File: src/rtl/mux_pkg.sv
// Shared definitions for the 4-channel packet mux/demux pair.
// The sel encoding here is common to both directions.
package mux_pkg;

    localparam int NUM_CH = 4;
    localparam int SEL_W  = 2;

    typedef enum logic {
        IDLE = 1'b0,
        LOCK = 1'b1
    } mux_state_t;

endpackage

File: src/rtl/pkt_mux_4x1_if.sv
// Stream bundle for pkt_mux_4x1: four valid/ready input channels and one tagged output.
// The slave modport is the mux side; the master modport is the upstream/downstream side.
interface pkt_mux_4x1_if
    import mux_pkg::*;
#(
    parameter int WIDTH = 8
);

    logic [NUM_CH-1:0]       in_valid;
    logic [NUM_CH-1:0]       in_ready;
    logic [NUM_CH*WIDTH-1:0] in_data;
    logic [NUM_CH-1:0]       in_last;
    logic                    out_valid;
    logic                    out_ready;
    logic [WIDTH-1:0]        out_data;
    logic                    out_last;
    logic [SEL_W-1:0]        out_sel;

    modport slave (
        input  in_valid, in_data, in_last, out_ready,
        output in_ready, out_valid, out_data, out_last, out_sel
    );

    modport master (
        output in_valid, in_data, in_last, out_ready,
        input  in_ready, out_valid, out_data, out_last, out_sel
    );

endinterface

File: src/rtl/rr_arbiter_4.sv
// Combinational round-robin pick among four requests, scanning upward from ptr with wrap.
module rr_arbiter_4
    import mux_pkg::*;
(
    input  logic [NUM_CH-1:0] req,
    input  logic [SEL_W-1:0]  ptr,
    output logic [NUM_CH-1:0] grant,
    output logic [SEL_W-1:0]  grant_idx
);

    logic [SEL_W-1:0] idx;

    // Scan from the farthest offset down so the nearest requester to ptr wins last.
    always_comb begin
        grant     = '0;
        grant_idx = '0;
        idx       = '0;
        for (int i = NUM_CH - 1; i >= 0; i--) begin
            idx = ptr + i[SEL_W-1:0];
            if (req[idx]) begin
                grant      = '0;
                grant[idx] = 1'b1;
                grant_idx  = idx;
            end
        end
    end

endmodule

File: src/rtl/pkt_mux_4x1.sv
// Four-to-one packet mux: round-robin between packets, no interleaving within one,
// single registered output stage tagged with the source channel.
//
//   state | meaning
//   IDLE  | between packets; round-robin grant from ptr
//   LOCK  | mid-packet; only lock_ch may transfer until its last beat
module pkt_mux_4x1
    import mux_pkg::*;
#(
    parameter int WIDTH = 8
) (
    input  logic            clk,
    input  logic            rst_n,
    pkt_mux_4x1_if.slave    bus
);

    mux_state_t        state_q, state_d;
    logic [SEL_W-1:0]  ptr_q, ptr_d;
    logic [SEL_W-1:0]  lock_q, lock_d;

    logic              out_valid_q;
    logic [WIDTH-1:0]  out_data_q;
    logic              out_last_q;
    logic [SEL_W-1:0]  out_sel_q;

    logic              load_en;
    logic              xfer;
    logic [NUM_CH-1:0] req;
    logic [NUM_CH-1:0] grant;
    logic [NUM_CH-1:0] in_ready_w;
    logic [SEL_W-1:0]  grant_idx;
    logic [WIDTH-1:0]  sel_data;
    logic              sel_last;

    assign load_en = !out_valid_q | bus.out_ready;

    always_comb begin
        req = bus.in_valid;
        if (state_q == LOCK) begin
            req = bus.in_valid & (NUM_CH'(1) << lock_q);
        end
    end

    rr_arbiter_4 u_arb (
        .req       (req),
        .ptr       (ptr_q),
        .grant     (grant),
        .grant_idx (grant_idx)
    );

    // rst_n gates ready so no upstream beat is consumed while the output stage is held clear.
    assign in_ready_w   = grant & {NUM_CH{load_en & rst_n}};
    assign bus.in_ready = in_ready_w;
    assign xfer         = |(bus.in_valid & in_ready_w);
    assign sel_data     = bus.in_data[grant_idx*WIDTH +: WIDTH];
    assign sel_last     = bus.in_last[grant_idx];

    always_comb begin
        state_d = state_q;
        ptr_d   = ptr_q;
        lock_d  = lock_q;
        if (xfer) begin
            case (state_q)
                IDLE: begin
                    if (sel_last) begin
                        ptr_d = grant_idx + 2'd1;
                    end else begin
                        state_d = LOCK;
                        lock_d  = grant_idx;
                    end
                end
                LOCK: begin
                    if (sel_last) begin
                        state_d = IDLE;
                        ptr_d   = lock_q + 2'd1;
                    end
                end
                default: state_d = IDLE;
            endcase
        end
    end

    always_ff @(posedge clk or negedge rst_n) begin
        if (!rst_n) begin
            state_q <= IDLE;
            ptr_q   <= '0;
            lock_q  <= '0;
        end else begin
            state_q <= state_d;
            ptr_q   <= ptr_d;
            lock_q  <= lock_d;
        end
    end

    always_ff @(posedge clk or negedge rst_n) begin
        if (!rst_n) begin
            out_valid_q <= 1'b0;
            out_data_q  <= '0;
            out_last_q  <= 1'b0;
            out_sel_q   <= '0;
        end else if (xfer) begin
            out_valid_q <= 1'b1;
            out_data_q  <= sel_data;
            out_last_q  <= sel_last;
            out_sel_q   <= grant_idx;
        end else if (load_en) begin
            out_valid_q <= 1'b0;
        end
    end

    assign bus.out_valid = out_valid_q;
    assign bus.out_data  = out_data_q;
    assign bus.out_last  = out_last_q;
    assign bus.out_sel   = out_sel_q;

endmodule

File: src/flat_wrapper.sv
// flat-port wrapper written by rule: the top's interface ports become plain ports
module pkt_mux_4x1_flat import mux_pkg::*;
#(
    parameter int WIDTH = 8
)
  (clk, rst_n, bus_in_valid, bus_in_data, bus_in_last, bus_out_ready, bus_in_ready, bus_out_valid, bus_out_data, bus_out_last, bus_out_sel);
  pkt_mux_4x1_if #(.WIDTH(WIDTH)) bus_i ();
  input  logic clk;
  input  logic rst_n;
  input wire logic [$bits(bus_i.in_valid)-1:0] bus_in_valid;
  input wire logic [$bits(bus_i.in_data)-1:0] bus_in_data;
  input wire logic [$bits(bus_i.in_last)-1:0] bus_in_last;
  input wire logic [$bits(bus_i.out_ready)-1:0] bus_out_ready;
  output wire logic [$bits(bus_i.in_ready)-1:0] bus_in_ready;
  output wire logic [$bits(bus_i.out_valid)-1:0] bus_out_valid;
  output wire logic [$bits(bus_i.out_data)-1:0] bus_out_data;
  output wire logic [$bits(bus_i.out_last)-1:0] bus_out_last;
  output wire logic [$bits(bus_i.out_sel)-1:0] bus_out_sel;
  assign bus_i.in_valid = bus_in_valid;
  assign bus_i.in_data = bus_in_data;
  assign bus_i.in_last = bus_in_last;
  assign bus_i.out_ready = bus_out_ready;
  assign bus_in_ready = bus_i.in_ready;
  assign bus_out_valid = bus_i.out_valid;
  assign bus_out_data = bus_i.out_data;
  assign bus_out_last = bus_i.out_last;
  assign bus_out_sel = bus_i.out_sel;
  pkt_mux_4x1 #(.WIDTH(WIDTH)) u_core (.clk(clk), .rst_n(rst_n), .bus(bus_i));
endmodule
File: config.mk
export PLATFORM = sky130hd
export DESIGN_NAME = pkt_mux_4x1_flat
export DESIGN_NICKNAME = d
export VERILOG_FILES = /design/src/rtl/mux_pkg.sv /design/src/rtl/pkt_mux_4x1_if.sv /design/src/rtl/rr_arbiter_4.sv /design/src/rtl/pkt_mux_4x1.sv /design/src/flat_wrapper.sv
export SDC_FILE = /design/constraint.sdc
export NUM_CORES = 1
export LEC_CHECK = 0
export CELL_PAD_IN_SITES_DETAIL_PLACEMENT = 1
export CELL_PAD_IN_SITES_GLOBAL_PLACEMENT = 1
export CORE_MARGIN = 3
export CORE_UTILIZATION = 34
export DETAILED_ROUTE_END_ITERATION = 16
export GPL_TIMING_DRIVEN = 0
export HOLD_SLACK_MARGIN = 0.02
export PLACE_DENSITY = 0.93
export SYNTH_ARGS = -nofsm -noshare
export SYNTH_HDL_FRONTEND = slang
export SYNTH_SLANG_ARGS = --single-unit
File: constraint.sdc
create_clock -name clk -period 3.75 [get_ports clk]
set_input_delay 0.375 -clock clk [delete_from_list [all_inputs] [get_ports clk]]
set_output_delay 0.375 -clock clk [all_outputs]
set_load 0.02 [all_outputs]
[After elaboration in Yosys (flattened, before gate mapping)]
Index checks and enable logic that the tools add are counted.
Storage, ports and cells
  register bits after elaboration: 17
  input bits: 43
  output and inout port bits: 16
  word-level logic and storage cells: 74
Operators by class
  add/subtract/negate cells: 5
  $lt $le $gt $ge: 9
  equality and inequality tests: 2
  shifts and indexed selects: 2
  multiplexer cells: 33
  bitwise gates (word level): 7
  reductions and logical operators: 9
Operators with widths (count)
  $shiftx 32x6->8: 1
  $mux 4: 5
  $lt 2x3->1 const B: 5
  $and 4x4->4: 3
  $mux 1: 12
  $mux 2: 6
  $bmux 1 s2: 5
  $demux 1 s2: 4
  $ge 2x1->1 const B: 4
  $add 2x1->2 const B: 3
  $reduce_and 3->1: 2
  $add 2x2->2 const B: 2
  $logic_and 1x1->1: 4
  $pmux 2 s2: 1
  $reduce_or 4->1: 1
  $shl 1x2->4 const A: 1
  $ne 2x1->1 const B: 1
  $ne 2x2->1 const B: 1
  $not 1->1: 2
  $reduce_bool 2->1: 1
  $and 1x1->1: 1
  $logic_not 1->1: 1
  $or 1x1->1: 1

[Longest topological paths before layout]
Gate-level depths: netlist (run 1).
  depth after elaboration: 13
  gate-level depth with buffers: 12

[Modules after synthesis]
Synthesis (run 1) repeated with hierarchy kept, for this count alone.
Unflattened totals
  cell total of the unflattened synthesis: 130
  area, all modules: 1473.9 um2
Modules (own cells, without submodules)
  pkt_mux_4x1: instances 1, cells an instance 70, area each 983.4 um2, sequential area each 425.4 um2
  rr_arbiter_4: instances 1, cells an instance 60, area each 490.5 um2, sequential area each 0.0 um2

[Worst setup path before layout (run 1)]
No wires, ideal clock.
  path kind: register to register
  start: register u_core.ptr_q[0]
  end: register u_core.ptr_q[1]
  arrival: 2939 ps
  required time: 3625 ps
  path slack: 686 ps
  cell stages (with the launch flop): 11
  path buffers: 2
  path through: dfrtp_1 -> buf_6 -> inv_1 -> ha_1 -> clkbuf_1 -> or4_4 -> a211o_1 -> a211o_1 -> nand4_2 -> and2b_4 -> mux2_4
Between the ends
  longest elaborated chain between the ends: 13
RTL lines
  start: declaration: RTL line pkt_mux_4x1.sv:18  | logic [SEL_W-1:0] ptr_q, ptr_d;
  start signal: assignment: RTL line pkt_mux_4x1.sv:90  | ptr_q <= ptr_d;
  $add 2x2->2: RTL line rr_arbiter_4.sv:19  | idx = ptr + i[SEL_W-1:0];
  $lt 2x3->1 (implied by the code) or $ge 2x1->1 (tied branches): RTL line rr_arbiter_4.sv:22  | grant[idx] = 1'b1;
  $logic_and 1x1->1 (implied by the code): RTL line rr_arbiter_4.sv:22
  $mux 1 (implied by the code): RTL line rr_arbiter_4.sv:22
  $demux 1 s2: RTL line rr_arbiter_4.sv:22
  $mux 4 (4 in series): RTL line rr_arbiter_4.sv:20  | if (req[idx]) begin
  $and 4x4->4: RTL line pkt_mux_4x1.sv:52  | assign in_ready_w = grant & {NUM_CH{load_en & rst_n}};
  $and 4x4->4: RTL line pkt_mux_4x1.sv:54  | assign xfer = |(bus.in_valid & in_ready_w);
  $reduce_or 4->1: RTL line pkt_mux_4x1.sv:54
  $reduce_and 3->1 (no source line)
Parallel ways exist; a longest one is shown, timed or not. The select of a mux whose other input is x is not followed.
A chain may end at the register's enable or synchronous reset.

[Worst setup path after layout (run 1)]
  start: register u_core.ptr_q[0]
  end: output port bus_in_ready[2]
Between the ends
  longest elaborated chain between the ends: 10
RTL lines
  $add 2x2->2: RTL line rr_arbiter_4.sv:19
  $lt 2x3->1 (implied by the code) or $ge 2x1->1 (tied branches): RTL line rr_arbiter_4.sv:22
  $logic_and 1x1->1 (implied by the code): RTL line rr_arbiter_4.sv:22
  $mux 1 (implied by the code): RTL line rr_arbiter_4.sv:22
  $demux 1 s2: RTL line rr_arbiter_4.sv:22
  $mux 4 (3 in series): RTL line rr_arbiter_4.sv:20
  $mux 4 (*): RTL line rr_arbiter_4.sv:20
  $and 4x4->4 (*): RTL line pkt_mux_4x1.sv:52
  end: declaration: RTL line flat_wrapper.sv:14  | output wire logic [$bits(bus_i.in_ready)-1:0] bus_in_ready;
Mark *: on every way between the ends. The rest lies on a longest branch, timed or not. The select of a mux whose other input is x is not followed.

==> results.md, run 1 <==
Clock network:
- CTS built an H-tree with a depth of 1.
- The clock-pin slew on the worst setup and hold paths is 0.06 ns.
- Hold repair after CTS inserted 0 buffers.
- The total CTS buffers is 3.
- TritonCTS built the clock tree.
- The later pin in the worst-skew pair is clocked with a latency of 0.25 ns.
- Counting every sink on the clock net gives 17.
- The tree is rooted in a clkbuf_8.
- The worst-case clock buffer depth is 2.

Critical path:
- The worst setup path is of the flop to output port kind.
- STA puts the critical path data required time at 3.38 ns.
- The largest fanout on the critical path is 10.
- The largest single stage delay on the critical path is 0.60 ns.
- The standard cell with the maximum stage delay on the critical path is or4_4.
- The critical path capture point type is an output port.
- The kind of cell adding the most delay to the critical path is buffers and inverters.
- The number of buffers and inverters on the critical path is 3.
- The critical path goes through buf_6, inv_1, ha_1, or4_4, a211oi_1, o31a_1, clkdlybuf4s50_1.
- The type of origin of the critical path is a flop.
- Data arrives at the worst endpoint at 3.21 ns.

Cells and area:
- Excluding fillers, the count of instances in the completed layout stands at 292.
- The filler cells instantiated in the layout total 524.
- The leading cell type in the layout, fill and taps excluded is clkdlybuf4s50_1.
- The fraction of final layout cells with drive strength greater than 1 is 14.1%.
- The multi-input logic area is 1150 um^2.
- The synthesis-to-finish area growth is 42.9%.
- The end-of-flow core utilization is 52.6%.
- The library cells used most frequently in the layout, excluding fill and tap cells, are 57 x clkdlybuf4s50_1, 39 x mux2i_1, 15 x dfrtp_1.
- The antenna diode count is 0.
- The layout net count is 278.
- Summing all flip-flop and latch instances after layout gives 428 um^2.

Power:
- Net switching is 48.5% of the power.
- The power density over the cells is 1070 nW/um^2.
- The leakage power summed over all cells is 1.08 nW.
- The clock network burns 5.2% of the power.
- The cell-internal power is 1.32 mW.
- The largest voltage drop on the vdd net is 0.529 mV.
- In this run the power spent charging and discharging nets is 1.24 mW.
- The combinational power share is 78.7%.
- The sequential group share of total power is 16.0%.

Detailed routing:
- In the routed design, unresolved DRC markers number 0.
- After detailed routing, the number of vias per cell comes to 5.51.
- The number of nets with antenna violations after routing is 0.
- The detail-routed net length per standard cell is 18.3 um.
- The initial DRC count is 58.
- The detailed-route via count is 1609.
- Summed over all layers, the routed wires come to 5.34 mm.
- The detailed-routing iteration count for the pre-antenna-repair pass is 4.

Logic synthesis:
- Yosys attributes the largest share of cell area to dfrtp_1 26%, mux2i_1 23%, mux2_4 6.3%, ha_1 5.3%, inv_1 2.9%.
- The arithmetic-cell share of the synthesized area counting full adders, half adders and majority gates is 5.25%.
- The area share of and/or/nand/nor cells after synthesis is 9.75%.
- The synthesized netlist devotes 0.525% of its cell area to XOR and XNOR gates.
- The number of instances in the synthesized netlist is 166.
- The predominant post-synthesis flop cell is dfrtp_1.
- The multiplexer fraction of the synthesized cell area is 31.1%.
- The area fraction in compound gates after synthesis is 21.8%.
- The average footprint of a synthesized cell is 10.0 um^2.
- The count of flip-flops with a built-in enable after synthesis is 0.
- Counting flops with an async set or reset pin after synthesis yields a share of 100%.
- The dominant combinational cell family by area after synthesis is multiplexers.
- The netlist area before placement is 1670 um^2.
- The number of distinct library cells after synthesis is 47.
- The Yosys step of the flow raised 0 warnings.
- The net count after synthesis is 216.
- The cell type with the largest total area after synthesis is dfrtp_1.
- After synthesis, the largest area contributor takes up 25.5% of total cell area.
- The count of state elements after synthesis is 17.
- The fraction of the yosys area taken by sequential cells is 25.5%.

Hold path:
- The worst min-delay path category is flop to flop.

Global route:
- The via count of the first global-routing pass is 1752.
- The wire length of the first global-routing pass is 8.80 mm.
- Entering global routing, the biggest net connects 19 pins.
- The number of antenna violations at the first check in global routing was 0.
- For this run the aggregate overflow at the end of global routing stands at 0.
- The overall routing resource usage is 18.5%.

Floorplanning:
- The die covers 5780 um^2.
- The number of top-level pins is 59.
- The floorplan row count is 24.
- From left edge to right edge, the die measures 76.0 um.
- The core region is 4530 um^2.
- The effective utilization at floorplan is 36.8%.
- The die extent in y is 76.0 um.

Job:
- The number of max-cap violations is 0.

Placed design:
- Summed over all nets, the half-perimeter wirelength after detailed placement is 4.27 mm.
- The final RePlAce weighted congestion is 0.847.
- The count of buffers added on input and output ports is 58.
- Counting tap cells, the placed design contains a total of 289 instances.

STA:
- The final hold violation count is 0.
- The worst hold-check slack is 0.510 ns.
- At the pin with the least slew margin, the transition time is 0.789 ns.
- Measured against its own limit, the worst slew margin works out to 47.2%.
- The time the worst path needs with I/O delays and setup is 3.59 ns.
- The maximum operating frequency is 279 MHz.
- The post-route clock period utilization is 95.7%.
- Setup violations remaining at the end of the flow were counted as 0.
- The final clock skew is 0.000910 ns.
- The sum of negative setup slack is 0 ns.
- The final max-slew violation count came to 0.
- Setup repair after global routing left no endpoint under its margin.

Run status:
- The flow ran to the end, and the final reports show no timing, DRC or antenna violations.
==> per-layer routing <==
metal | wire length, um | GRT usage, % | vias to the layer above
met5 | 0 | 0 | -
met4 | 108 | 4.89 | 0
met3 | 248 | 2.60 | 10
met2 | 2730 | 33.5 | 53
met1 | 2250 | 22.9 | 788
li1 | - | - | 758
==> path summary, 6_finish.rpt <==
check	cells after the start	startpoint	slack, ns	end
worst max-delay path	7	u_core.ptr_q[0]$_DFFE_PN0P_	0.16	bus_in_ready[2]
worst min-delay path	1	u_core.bus.out_data[3]$_DFFE_PN0P_	0.51	u_core.bus.out_data[3]$_DFFE_PN0P_
worst max register to register	11	u_core.ptr_q[0]$_DFFE_PN0P_	0.38	u_core.bus.out_data[4]$_DFFE_PN0P_
worst min register to register	1	u_core.bus.out_data[3]$_DFFE_PN0P_	0.51	u_core.bus.out_data[3]$_DFFE_PN0P_
max in group asynchronous	1	rst_n	2.62	u_core.ptr_q[0]$_DFFE_PN0P_
min in group asynchronous	1	rst_n	0.59	u_core.bus.out_sel[0]$_DFFE_PN0P_
==> worst reg2reg max path, stage by stage (launching register included) <==
cell	delay, ns
dfrtp_2	0.47
buf_6	0.18
inv_1	0.12
ha_1	0.47
o2111ai_1	0.28
o31a_2	0.25
a21oi_2	0.27
mux2i_1	0.24
buf_2	0.34
mux2i_1	0.24
mux2i_1	0.10
mux2_4	0.30
==> final cells by class <==
| cell class | count | share of cell area, % |
|---|---|---|
| tap | 65 | 3.41 |
| timing repair buffer | 58 | 24.5 |
| inverter | 14 | 2.20 |
| multi-input combinational | 127 | 48.1 |
| clock buffer | 4 | 1.89 |
| sequential | 17 | 18.0 |
| buffer | 7 | 1.94 |
==> sequential cells by signal (all words and copies together), names as in the netlist <==
name / flops
u_core.bus.out_data: 8
u_core.bus.out_last: 1
u_core.bus.out_sel: 2
u_core.bus.out_valid: 1
u_core.lock_q: 2
u_core.ptr_q: 2
u_core.state_q: 1
==> power by group through the flow <==
stage | Clock [mW] | Combinational [mW] | Sequential (mW)
after floorplan | 0 | 1.35 | 0.448
after global placement | 0 | 1.90 | 0.386
after detailed placement | 0 | 2.00 | 0.402
after CTS | 0.136 | 2.01 | 0.407
after global routing | 0.147 | 2.17 | 0.423
final | 0.134 | 2.01 | 0.410
==> through the flow <==
stage                     power (mW)  area [um^2]  setup WS [ns]
after floorplan                 1.80         1670          0.686
after global placement          2.28         2330          0.171
after detailed placement        2.40         2330         0.0380
after CTS                       2.55         2370          0.103
after global routing            2.74         2380         0.0120
final                           2.56         2380          0.163
==> kinds of logic (layout without fill, tap and decap cells) <==
kind of cell	Yosys count	count (layout)
AOI/OAI and AO/OA	46	46
xor gates and xnor gates	1	1
adders and majority gates	7	7
buffers and inverters	22	83
DFF	17	17
muxes	48	48
and+or+nand+nor	25	25
==> timing repair <==
| action | in CTS | in global routing |
|---|---|---|
| buffers inserted | 0 | 0 |
| endpoints found under the hold margin | 0 | 0 |
| endpoints found under the setup margin | 4 | 2 |
| gates resized for setup | 3 | 2 |
==> Yosys cell counts, drive strengths merged (4+ instances only) <==
library cell and number:
o21ai 7, inv 14, buf 5, o311ai 4, mux2i 39, o211a 4, nor2 4, mux2 9
o2111ai 4, dfrtp 17, a21oi 7, o211ai 4, ha 7
(Power assumes the default switching activity.)
==> run 2: changes to the inputs <==
--- a/config.mk
+++ b/config.mk
@@ -10,6 +10,7 @@
 export CORE_MARGIN = 3
 export CORE_UTILIZATION = 34
 export DETAILED_ROUTE_END_ITERATION = 16
+export GPL_ROUTABILITY_DRIVEN = 0
 export GPL_TIMING_DRIVEN = 0
 export HOLD_SLACK_MARGIN = 0.02
 export PLACE_DENSITY = 0.93
==> results of run 2 <==
The final DEF is identical to that of run 1; final timing and power are the same.
==> run 3: changes to the inputs <==
==> constraint.sdc (replaced) <==
create_clock -name clk -period 3.75 [get_ports clk]
set_input_delay 0.5625 -clock clk [delete_from_list [all_inputs] [get_ports clk]]
set_output_delay 0.5625 -clock clk [all_outputs]
set_load 0.02 [all_outputs]
==> results.md, run 3 (synthesis gave the netlist of run 1 again) <==
Run status:
- The flow ran to the end, and the final reports show no timing, DRC or antenna violations.

Placed design:
- The final HPWL from detailed placement was 4.27 mm (unchanged).
- The number of I/O port buffers was 58 (unchanged).
- The post-placement cell area is 2330 um^2 (unchanged).
- The number of cells after detailed placement is 289 (unchanged).

Cells and area:
- The number of filler cells placed in the layout came to 520 (-0.76%).
- The fraction of final layout cells with drive strength greater than 1 is 15.9% (+1.8 points).
- The area growth from synthesis to layout is 44.6%.
- The post-layout instance area is 2410 um^2 (+1.2%).
- The leading cell type in the layout, fill and taps excluded is clkdlybuf4s50_1.
- The flip-flop count of the largest register, all copies and words added is 8 (unchanged).
- The layout net count is 278 (unchanged).
- Leaving out fill and tap cells, the most frequent cells in the layout are 53 x clkdlybuf4s50_1, 39 x mux2i_1, 15 x dfrtp_1.
- The antenna diode count is 0 (unchanged).
- The number of cells in the finished layout apart from fillers is 292 (unchanged).

Power:
- The largest voltage drop on the vdd net is 0.529 mV (-0.10%).
- The combinational power share is 78.9% (+0.2 points).
- The sequential group share of total power came to 15.9% (about the same).
- The switching power summed over all nets is 1.26 mW (+1.8%).
- The cell-internal power was 1.32 mW (+0.23%).
- The net switching share of the total power is 48.9% (+0.39 points).
- The power density over the cells was 1070 nW/um^2 (-0.20%).
- The leakage power summed over all cells came to 1.12 nW (+3.2%).
- The final total power is 2.58 mW (+1.0%).
- The fraction of power consumed by the clock network is 5.2% (about the same).

STA:
- The post-route clock period utilization is 95.5% (-0.11 points).
- The number of setup violations in the final report is 0 (unchanged).
- The maximum operating frequency is 279 MHz (+0.11%).
- The transition time at the pin with the least slew margin came to 0.789 ns (+0.000144 ns).
- The final clock skew is 0.00101 ns (+0.000105 ns).
- Setup repair after global routing left no endpoint under its margin.
- The time the worst path needs with I/O delays and setup is 3.58 ns (-0.00409 ns).
- The final max-slew violation count is 0 (unchanged).
- The final hold violation count is 0 (unchanged).
- The max-slew headroom at the worst pin is 47.2% (about the same).

Critical path:
- The slowest stage of the critical path is the clkdlybuf4s50_1 cell.
- The peak per-stage delay on the critical path is 0.57 ns (-0.03 ns).
- The data arrival time of the worst path is 3.02 ns (-0.19 ns).
- The slack of the worst reg-to-reg path is 0.44 ns (+0.06 ns).
- The critical path goes through clkdlybuf4s50_1, mux2i_1, o211a_1, or4_4, a211o_2, a41oi_1, dlygate4sd2_1.
- The worst setup path is captured at an output port.
- The capture instance of the worst register-to-register path is u_core.bus.out_data[4]$_DFFE_PN0P_.
- The startpoint of the worst register-to-register path is u_core.ptr_q[0]$_DFFE_PN0P_.
- The number of cells on the worst reg-to-reg path is 9 (-2).
- The critical path in this run is classified as input pin to output port.
- STA classifies the critical path startpoint as an input pin.
- The largest fanout on the critical path is 5 (-5).
- The data required time of the worst path was 3.19 ns (-0.19 ns).

Floorplanning:
- The number of top-level pins was 59 (unchanged).
- The floorplan row count is 24 (unchanged).
- The die extent in y is 76.0 um (unchanged).
- The effective utilization at floorplan is 36.8% (unchanged).
- The placeable core region is 4530 um^2 (unchanged).
- The die outline area is 5780 um^2 (unchanged).
- The overall die width came to 76.0 um (unchanged).

Clock network:
- The insertion delay of the later-clocked pin in the worst-skew pair came to 0.25 ns (about the same).
- TritonCTS built the clock tree.
- The total of hold buffers inserted after clock tree synthesis is 0 (unchanged).
- The post-CTS setup repair buffer count is 0 (unchanged).
- The worst-case clock buffer depth is 2 (unchanged).
- The clock-pin slew on the worst setup and hold paths came to 0.06 ns (about the same).
- The root buffer cell chosen for the clock tree is clkbuf_8.
- The maximum level of the CTS H-tree came to 1 (unchanged).
- The total CTS buffers is 3 (unchanged).
- The count of clock tree sinks came to 17 (unchanged).

Hold path:
- The hold-critical path endpoint is u_core.bus.out_data[3]$_DFFE_PN0P_.
- In this run the most critical hold path is launched from u_core.bus.out_data[3]$_DFFE_PN0P_.
- The hold-critical path depth is 1 (unchanged).
- In this run the worst hold path is classified as flop to flop.

Global route:
- The maximum number of pins on one net before global-route repair was 19 (unchanged).
- The leftover overflow at the end of global routing is 0 (unchanged).
- The wire length of the first global-routing pass is 8.89 mm (+1.1%).
- The number of antenna violations at the first check in global routing is 0 (unchanged).
- The overall routing resource usage is 18.6% (+0.15 points).
- The via count of the first global-routing pass is 1763 (+0.63%).

Detailed routing:
- The detailed-routing iteration count for the pre-antenna-repair pass is 4 (unchanged).
- The number of nets with antenna violations after routing is 0 (unchanged).
- The initial DRC count is 68 (+17%).
- The detail-routed net length per standard cell is 18.5 um (+1.2%).
- The total routed wirelength is 5.40 mm (+1.2%).
- The detailed-route vias per instance is 5.53 (+0.44%).
- The DRC violation count after routing is 0 (unchanged).
- The detailed-route via count is 1616 (+0.44%).

Job:
- The number of max-cap violations was 0 (unchanged).
## run 3: cell types whose count changed in the layout (fill, tap and decap cells not counted), sizes merged
cell	previous run	this run
dlymetal6s2s	1	3
clkdlybuf4s50	57	53
dlygate4sd2	0	2
## run 3: how the worst max path moves through the flow
stage,startpoint,endpoint,slack [ns]
after CTS,bus_in_valid[2],bus_in_ready[2],-0.0004
after global placement,bus_in_valid[2],bus_in_ready[0],-0.1
after floorplan,u_core.ptr_q[0]$_DFFE_PN0P_,bus_in_ready[0],0.68
final,bus_in_valid[3],bus_in_ready[0],0.17
after global routing,bus_in_valid[3],bus_in_ready[0],0.04
after detailed placement,u_core.ptr_q[0]$_DFFE_PN0P_,bus_in_ready[1],-0.15
## run 3: timing repair
item | 4_1_cts | 5_1_grt
resized for setup | 8 | 6
setup endpoints to repair | 4 | 2
pin swaps | 0 | 0
## run 3: stage by stage
stage          setup slack [ns]   TNS [ns]  hold WS [ns]  util (%)
2_1_floorplan             0.676          0         0.267         -
3_3_place_gp            -0.0972     -0.147         0.460      51.4
3_5_place_dp             -0.149     -0.401         0.486      51.4
4_1_cts               -0.000357  -0.000357         0.515      52.6
5_1_grt                  0.0394          0         0.534      53.2
6_report                  0.167          0         0.510      53.2
## run 3: power by group through the flow
| stage | Clock (mW) | Sequential (mW) | Combinational (mW) |
|---|---|---|---|
| after global routing | 0.147 | 0.423 | 2.20 |
| after global placement | 0 | 0.386 | 1.90 |
| after floorplan | 0 | 0.448 | 1.35 |
| after detailed placement | 0 | 0.402 | 2.00 |
| after CTS | 0.136 | 0.407 | 2.02 |
| final | 0.134 | 0.410 | 2.04 |
## run 3: layout make-up
| cell class | count | area (um^2) | area share (%) |
|---|---|---|---|
| sequential | 17 | 428 | 17.7 |
| clock buffer | 4 | 45.0 | 1.87 |
| tap | 65 | 81.3 | 3.37 |
| buffer | 7 | 46.3 | 1.92 |
| timing repair buffer | 58 | 586 | 24.3 |
| inverter | 14 | 52.6 | 2.18 |
| multi-input combinational | 127 | 1170 | 48.7 |
## run 3: worst max-delay path: cells and delay by family
kind | cells | cell delay [ns]
AND/OR/NAND/NOR | 1 | 0.57
AO/OA/AOI/OAI | 3 | 0.83
multiplexers | 1 | 0.13
buffers and inverters | 2 | 0.93
## run 3: metal layers
metal / vias to the layer above / track usage (%) / wire length, um
met5: - / 0 / 0
met4: 0 / 4.89 / 102
met3: 10 / 2.60 / 230
met2: 51 / 34.0 / 2760
met1: 796 / 23.0 / 2310
li1: 759 / - / -
